==> src/rtl/div_unit.sv <==
// div_unit: multi-cycle signed divider (restoring, one quotient bit per clock).
// Quotient goes to divLo and remainder to divHi. The quotient truncates toward
// zero and the remainder takes the dividend's sign.
//
// Ports:
//   clk      system clock, rising edge
//   reset    asynchronous, active-high reset
//   DivCtrl  start request, sampled only while idle
//   A, B     dividend / divisor, two's complement, sampled at the start edge
//   divLo    registered quotient
//   divHi    registered remainder
//   divDone  one-cycle completion pulse
//   divZero  divide-by-zero flag, pulses together with divDone
//   divBusy  high while an operation is in progress or completing
module div_unit #(
  parameter int WIDTH = 32
) (
  input  logic             clk,
  input  logic             reset,
  input  logic             DivCtrl,
  input  logic [WIDTH-1:0] A,
  input  logic [WIDTH-1:0] B,
  output logic [WIDTH-1:0] divLo,
  output logic [WIDTH-1:0] divHi,
  output logic             divDone,
  output logic             divZero,
  output logic             divBusy
);

  localparam int CNT_W = $clog2(WIDTH);
  localparam logic [CNT_W-1:0] LAST = CNT_W'(WIDTH - 1);

  typedef enum logic [1:0] {IDLE, RUN, DONE} state_t;

  state_t             state_q, state_d;
  logic [2*WIDTH-1:0] rq_q, rq_d;       // {partial remainder, quotient/dividend}
  logic [WIDTH-1:0]   absb_q, absb_d;
  logic [CNT_W-1:0]   count_q, count_d;
  logic               sgn_quo_q, sgn_quo_d;
  logic               sgn_rem_q, sgn_rem_d;
  logic [WIDTH-1:0]   lo_q, lo_d;
  logic [WIDTH-1:0]   hi_q, hi_d;
  logic               zero_q, zero_d;

  logic [2*WIDTH-1:0] rq_shift;
  logic [2*WIDTH-1:0] rq_step;

  // Magnitude as unsigned: the most negative value maps onto itself, which
  // is the correct unsigned magnitude.
  function automatic logic [WIDTH-1:0] abs_val(input logic [WIDTH-1:0] v);
    return v[WIDTH-1] ? (~v + WIDTH'(1)) : v;
  endfunction

  function automatic logic [WIDTH-1:0] cond_neg(input logic [WIDTH-1:0] v,
                                                input logic            neg);
    return neg ? (~v + WIDTH'(1)) : v;
  endfunction

  // State register and all datapath flops
  always_ff @(posedge clk or posedge reset) begin
    if (reset) begin
      state_q   <= IDLE;
      rq_q      <= '0;
      absb_q    <= '0;
      count_q   <= '0;
      sgn_quo_q <= 1'b0;
      sgn_rem_q <= 1'b0;
      lo_q      <= '0;
      hi_q      <= '0;
      zero_q    <= 1'b0;
    end else begin
      state_q   <= state_d;
      rq_q      <= rq_d;
      absb_q    <= absb_d;
      count_q   <= count_d;
      sgn_quo_q <= sgn_quo_d;
      sgn_rem_q <= sgn_rem_d;
      lo_q      <= lo_d;
      hi_q      <= hi_d;
      zero_q    <= zero_d;
    end
  end

  // Next-state logic
  always_comb begin
    state_d = state_q;
    case (state_q)
      IDLE:    if (DivCtrl) state_d = (B == '0) ? DONE : RUN;
      RUN:     if (count_q == LAST) state_d = DONE;
      DONE:    state_d = IDLE;
      default: state_d = IDLE;
    endcase
  end

  // One restoring step. The partial remainder is always below |B| <= 2^(W-1),
  // so the shifted upper half never loses a significant bit.
  always_comb begin
    rq_shift = rq_q << 1;
    rq_step  = rq_shift;
    if (rq_shift[2*WIDTH-1:WIDTH] >= absb_q) begin
      rq_step[2*WIDTH-1:WIDTH] = rq_shift[2*WIDTH-1:WIDTH] - absb_q;
      rq_step[0]               = 1'b1;
    end
  end

  // Datapath next values
  always_comb begin
    rq_d      = rq_q;
    absb_d    = absb_q;
    count_d   = count_q;
    sgn_quo_d = sgn_quo_q;
    sgn_rem_d = sgn_rem_q;
    lo_d      = lo_q;
    hi_d      = hi_q;
    zero_d    = 1'b0;
    case (state_q)
      IDLE: begin
        if (DivCtrl) begin
          if (B == '0) begin
            zero_d = 1'b1;
          end else begin
            rq_d      = {{WIDTH{1'b0}}, abs_val(A)};
            absb_d    = abs_val(B);
            count_d   = '0;
            sgn_quo_d = A[WIDTH-1] ^ B[WIDTH-1];
            sgn_rem_d = A[WIDTH-1];
          end
        end
      end
      RUN: begin
        rq_d    = rq_step;
        count_d = count_q + CNT_W'(1);
        if (count_q == LAST) begin
          lo_d = cond_neg(rq_step[WIDTH-1:0], sgn_quo_q);
          hi_d = cond_neg(rq_step[2*WIDTH-1:WIDTH], sgn_rem_q);
        end
      end
      default: ;
    endcase
  end

  // Outputs
  always_comb begin
    divLo   = lo_q;
    divHi   = hi_q;
    divBusy = (state_q != IDLE);
    divDone = (state_q == DONE);
    divZero = (state_q == DONE) && zero_q;
  end

endmodule
==> config.mk <==
export PLATFORM = sky130hd
export DESIGN_NAME = div_unit
export DESIGN_NICKNAME = d
export VERILOG_FILES = /design/src/rtl/div_unit.sv
export SDC_FILE = /design/constraint.sdc
export NUM_CORES = 1
export LEC_CHECK = 0
export CAP_MARGIN = 10
export CORE_ASPECT_RATIO = 1.1
export CORE_MARGIN = 2
export CORE_UTILIZATION = 35
export CTS_CLUSTER_DIAMETER = 150
export DETAILED_ROUTE_END_ITERATION = 8
export SYNTH_ARGS = -nofsm -noshare
export SYNTH_HDL_FRONTEND = slang
export SYNTH_SLANG_ARGS = --single-unit
==> constraint.sdc <==
create_clock -name clk -period 6.3 [get_ports clk]
set_input_delay 1.26 -clock clk [delete_from_list [all_inputs] [get_ports clk]]
set_output_delay 1.26 -clock clk [all_outputs]
set_load 0.01 [all_outputs]
# After elaboration in Yosys (flattened, before gate mapping)
# Cells that the tools add are included.
# W data, S select, Z words.
# op_classes
addsub	6
magnitude_cmp	1
n_eq_ne	6
mux	19
bitwise_logic	6
reduce_logical	9
# op_table
operator	count
$mux W32	5
$add A32 B1 Y32 const B	4
$not A32 Y32	4
$mux W63	2
$pmux W63 S2	1
$ge A32 B32 Y1	1
$logic_not A32 Y1	1
$sub A32 B32 Y32	1
$mux W5	2
$pmux W5 S2	1
$mux W2	3
$ne A2 B2 Y1 const B	3
$reduce_and A3 Y1	2
$add A5 B1 Y5 const B	1
$eq A5 B5 Y1 const B	1
$mux W1	4
$pmux W2 S2	1
$reduce_and A2 Y1	2
$reduce_bool A2 Y1	2
$eq A2 B1 Y1 const B	1
$eq A2 B2 Y1 const B	1
$logic_not A2 Y1	1
$logic_and A1 B1 Y1	1
$not A1 Y1	1
$xor A1 B1 Y1	1
# totals
regBits	169
inputBits	67
out_inout_bits	67
wordCells	56

# Depth between registers and ports, before layout
# logic_depth
ltp_word	6
ltp_mapped	22

# Least setup slack after synthesis
# OpenSTA, ideal clock, no wires.
# synth_path
path_type	register to register
startpoint	register rq_q[31]
endpoint	register hi_q[20], in the netlist divHi[20]
setup_ps	129
t_arrival_ps	4865
path_slack_ps	1305
path_stages_with_launch	23
n_path_buf	3
path_cell_list	dfrtp_1 > inv_1 > ha_1 > fa_1 > nor2b_1 > o31a_1 > o21ai_0 > a21o_1 > nand2_1 > buf_2 > buf_1 > clkbuf_1 > nand2_1 > o21ai_0 > ha_1 > and2_1 > o21ai_1 > or4b_1 > or4_1 > a21bo_1 > o21ai_1 > xnor2_1 > o21ai_1
# synth_via
elab_chain_cells	5
# synth_lines
item	line	rtl
from (decl)	36	logic [2*WIDTH-1:0] rq_q, rq_d;
from (signal assigned)	73	rq_q <= rq_d;
$sub A32 B32 Y32 or $ge A32 B32 Y1 (tied branches)	101, 100	
$mux W32 *	100	if (rq_shift[2*WIDTH-1:WIDTH] >= absb_q) begin
$not A32 Y32	56	return neg ? (~v + WIDTH'(1)) : v;
$add A32 B1 Y32	56	
$mux W32 *	56	
to (signal assigned)	79	hi_q <= hi_d;
to (decl)	42	logic [WIDTH-1:0] hi_q, hi_d;
# Every way passes the cells marked *; elsewhere a longest branch is shown, timed or not.
# A chain may end at the register's enable or synchronous reset.

# Final worst setup path
# layout_path
startpoint	register rq_q[31]
endpoint	register hi_q[26], in the netlist divHi[26]
# The elaborated chain is that of the path after synthesis.

==> summary.md <==
| Metric | Value |
|---|---|
| Post-synthesis sequential area ratio | `between 30% and 40%` |
| Post-CTS Resized | `0` |
| Register area | `roughly 4200 sq um` |
| Routed wire length | `roughly 38000 microns` |
| Setup crit end kind | `flip-flop` |
| Core Rows | `72` |
| Outcome | `finished clean` |
| Pwr Density | `664 nW/um^2` |
| GRT overflow | `0` |
| CP startpoint kind | `flip-flop` |
| Critical-path cell list | `inv_1 > ha_1 > fa_1 > nor2b_1 > o31a_1 > buf_4 > o21ai_0 > a21o_1 > nand2_1 > o21ai_0 > ha_1 > and2_1 > o211ai_1 > or4_1 > o32a_1 > nand3b_1 > o31ai_2 > xnor2_1 > o21ai_1` |
| Flops & latches, synth | `around 170` |
| Fin cells | `roughly 2000` |
| Clock Tree Buf Depth | `2` |
| Multi-input gate area | `7430 sq um` |
| Slowest cell delay on critical path | `0.54 ns` |
| Peak supply drop | `about 0.00027 V` |
| Die Wd | `between 150 and 200 microns` |
| Worst-Skew Late Latency | `0.45 ns` |
| Slowest-stage cell, CP | `or4_1` |
| Post-synth cell types | `87` |
| Wire per inst | `18.6 microns` |
| Worst hold path class | `reg -> reg` |
| CTS Buf Count | `17` |
| Worst Clk Skew | `between 0.015 and 0.02 ns` |
| Top post-synthesis cells by area | `dfrtp_1 (34%), o21ai_0 (8.0%), nand2_1 (5.5%)` |
| Die ar. | `36800 sq um` |
| Yosys warns | `0` |
| RSZ-0062 raised after global routing | `false` |
| Final Critical Period | `approximately 5.2 ns` |
| CTS Hold Bufs | `0` |
| CTS tree | `built` |
| Largest net degree at the start of global routing | `between 100 and 150` |
| Core area | `approximately 35000 sq um` |
| Clk sinks | `~170` |
| Crit Path Category | `reg -> reg` |
| Residual DRC count | `0` |
| Critical path data arrival time | `~5.5 ns` |
| Syn nets | `between 1500 and 2000` |
| I/O pins | `between 100 and 150` |
| Async set or reset register ratio after synthesis | `100%` |
| Worst Hold Endpoint | `divHi[31]` |
| Iteration-0 DRC count of the detailed router | `837` |
| Number of global-route vias before repair | `10864` |
| Ant. Diodes | `0` |
| Initial core utilization | `35.4%` |
| DR vias | `11389` |
| Synthesis-to-layout area growth | `17.4%` |
| Leak | `about 5.7 nW` |
| Worst R2R Path Depth | `19` |
| Fill cells | `approximately 3600` |
| Clock Pin Slew Worst Setup and Hold Paths | `roughly 0.08 ns` |
| PortBufs | `about 130` |
| HPWL after DPL | `about 28000 microns` |
| Clock root cell | `clkbuf_16` |
| Rel. slew slack | `21.0%` |
| Final Hold Fails | `0` |
| Final slew viol count | `0` |
| Setup TNS | `0 ns` |
| Synth area leader | `dfrtp_1` |
| Reg2reg end | `divHi[26]` |
| Setup violations, final | `0` |
| Nets | `1679` |
| Hold Path Stages | `2` |
| Fmax | `roughly 190 MHz` |
| Main synth FF type | `dfrtp_1` |
| Fin crit share | `between 80% and 90%` |
| Flop2flop setup slack | `approximately 1.1 ns` |
| Top-area cell type share of the netlist area | `around 34%` |
| Post-synth EDFFs | `0` |
| CP max FO | `9` |
| Post-CTS setup buffer count | `0` |
| DRT antenna net count | `0` |
| Die Ht | `roughly 200 microns` |
| Slew @ Worst Pin | `around 1.2 ns` |
| Syn avg cell area | `slightly above 8 sq um` |
| Final Wtd Congestion | `around 0.93` |
| Share of cells above drive strength 1 | `5.93%` |
| Vias per inst | `approximately 5.6` |
| Post-Syn Area | `around 12000 sq um` |
| Initial antenna violation count | `0` |
| Synth Instances | `between 1500 and 2000` |
| Min-delay src | `divHi[31]` |
| All-Layer GR Usage | `between 20% and 30%` |
| First-pass GRT wire length | `approximately 60000 microns` |
| # H-tree levels | `4` |
| Drt first pass iters | `7` |
| Max capacitance violation total | `0` |
| Placed Cells | `about 2000` |
| Worst R2R Start | `rq_q[31]` |
| WP data required | `approximately 6.6 ns` |
[flip-flops by register name, summed over array words and instances (netlist names)]
| name | count |
|---|---|
| sgn_quo_q | 1 |
| divLo | 32 |
| state_q | 2 |
| rq_q | 63 |
| zero_q | 1 |
| sgn_rem_q | 1 |
| count_q | 5 |
| divHi | 32 |
| absb_q | 32 |
[worst max-delay path: cells and delay by family (launching register included)]
kind | cells | cell delay, ns
AO/OA/AOI/OAI | 8 | 2.24
XOR/XNOR | 1 | 0.15
adder cells (fa/ha/maj) | 3 | 0.67
buffers and inverters | 2 | 0.25
flip-flops | 1 | 0.47
AND/OR/NAND/NOR | 5 | 1.25
[area by class of cell]
type	instances	share of cell area (%)
Timing Repair Buffer	150	10.1
Clock buffer	17	2.93
Multi-Input combinational cell	1175	51.2
Tap cell	444	3.83
Inverter	60	1.59
Sequential cell	169	29.1
Clock inverter	14	1.25
[metrics by stage]
step	hold slack, ns	power (mW)	cell area (sq um)	utilization, %	worst slack, ns
3_3_place_gp	0.463	8.40	13900	39.8	0.888
3_5_place_dp	0.466	8.48	13900	39.8	0.846
2_1_floorplan	0.448	6.42	12400	-	0.465
6_report	0.479	9.63	14500	41.5	1.12
4_1_cts	0.482	9.63	14500	41.5	1.16
5_1_grt	0.511	10.4	14500	41.5	0.776
[synth_stat cells, types with 26 or more instances]
library cell	n
o21ai_0	198
nand2_1	180
dfrtp_1	169
nor2_1	107
xor2_1	69
xnor2_1	65
clkbuf_1	63
inv_1	59
nand3_1	55
a21oi_1	54
ha_1	38
o31ai_1	33
a211oi_1	26
[how the worst max path moves through the flow]
stage	from	end	slack, ns
after floorplan	reset	absb_q[0]	0.46
after global placement	B[12]	absb_q[2]	0.89
after detailed placement	B[12]	rq_q[10]	0.85
after CTS	rq_q[31]	divHi[16]	1.16
after global routing	rq_q[31]	divLo[30]	0.78
final	rq_q[31]	divHi[26]	1.12
[per-layer routing]
metal / routed length (microns) / global-route usage [%] / vias up
li1: - / - / 5549
met1: 16000 / 25.4 / 5494
met2: 19600 / 36.7 / 286
met3: 1180 / 2.56 / 60
met4: 1070 / 7.26 / 0
met5: 0 / 0 / -
[cells in the final DEF (no fill, tap or decap), types with 25 or more instances in the layout]
cell             instances
nor2_1                 106
ha_1                    38
a211oi_1                26
o21ai_0                198
dfrtp_1                169
xnor2_1                 65
o31ai_1                 33
clkdlybuf4s50_1        133
nand2_1                178
inv_1                   58
xor2_1                  69
o22ai_1                 25
nand3_1                 55
a21oi_1                 54
[power breakdown]
part / internal [mW] / switching (mW) / total (mW)
registers: 1.60 / 0.606 / 2.21
logic: 2.43 / 3.89 / 6.32
clock network: 0.570 / 0.539 / 1.11
[cell families (layout without fill, tap and decap cells)]
group / Yosys count / after routing / synth area share [%]
buffers and inverters: 162 / 241 / 5.80
and+or+nand+nor: 511 / 511 / 20.2
muxes: 22 / 22 / 1.81
DFF: 169 / 169 / 34.2
adders and majority gates: 39 / 39 / 4.01
AOI/OAI and AO/OA: 469 / 469 / 24.4
xor gates and xnor gates: 134 / 134 / 9.50
Power figures use the tool's default switching activity.
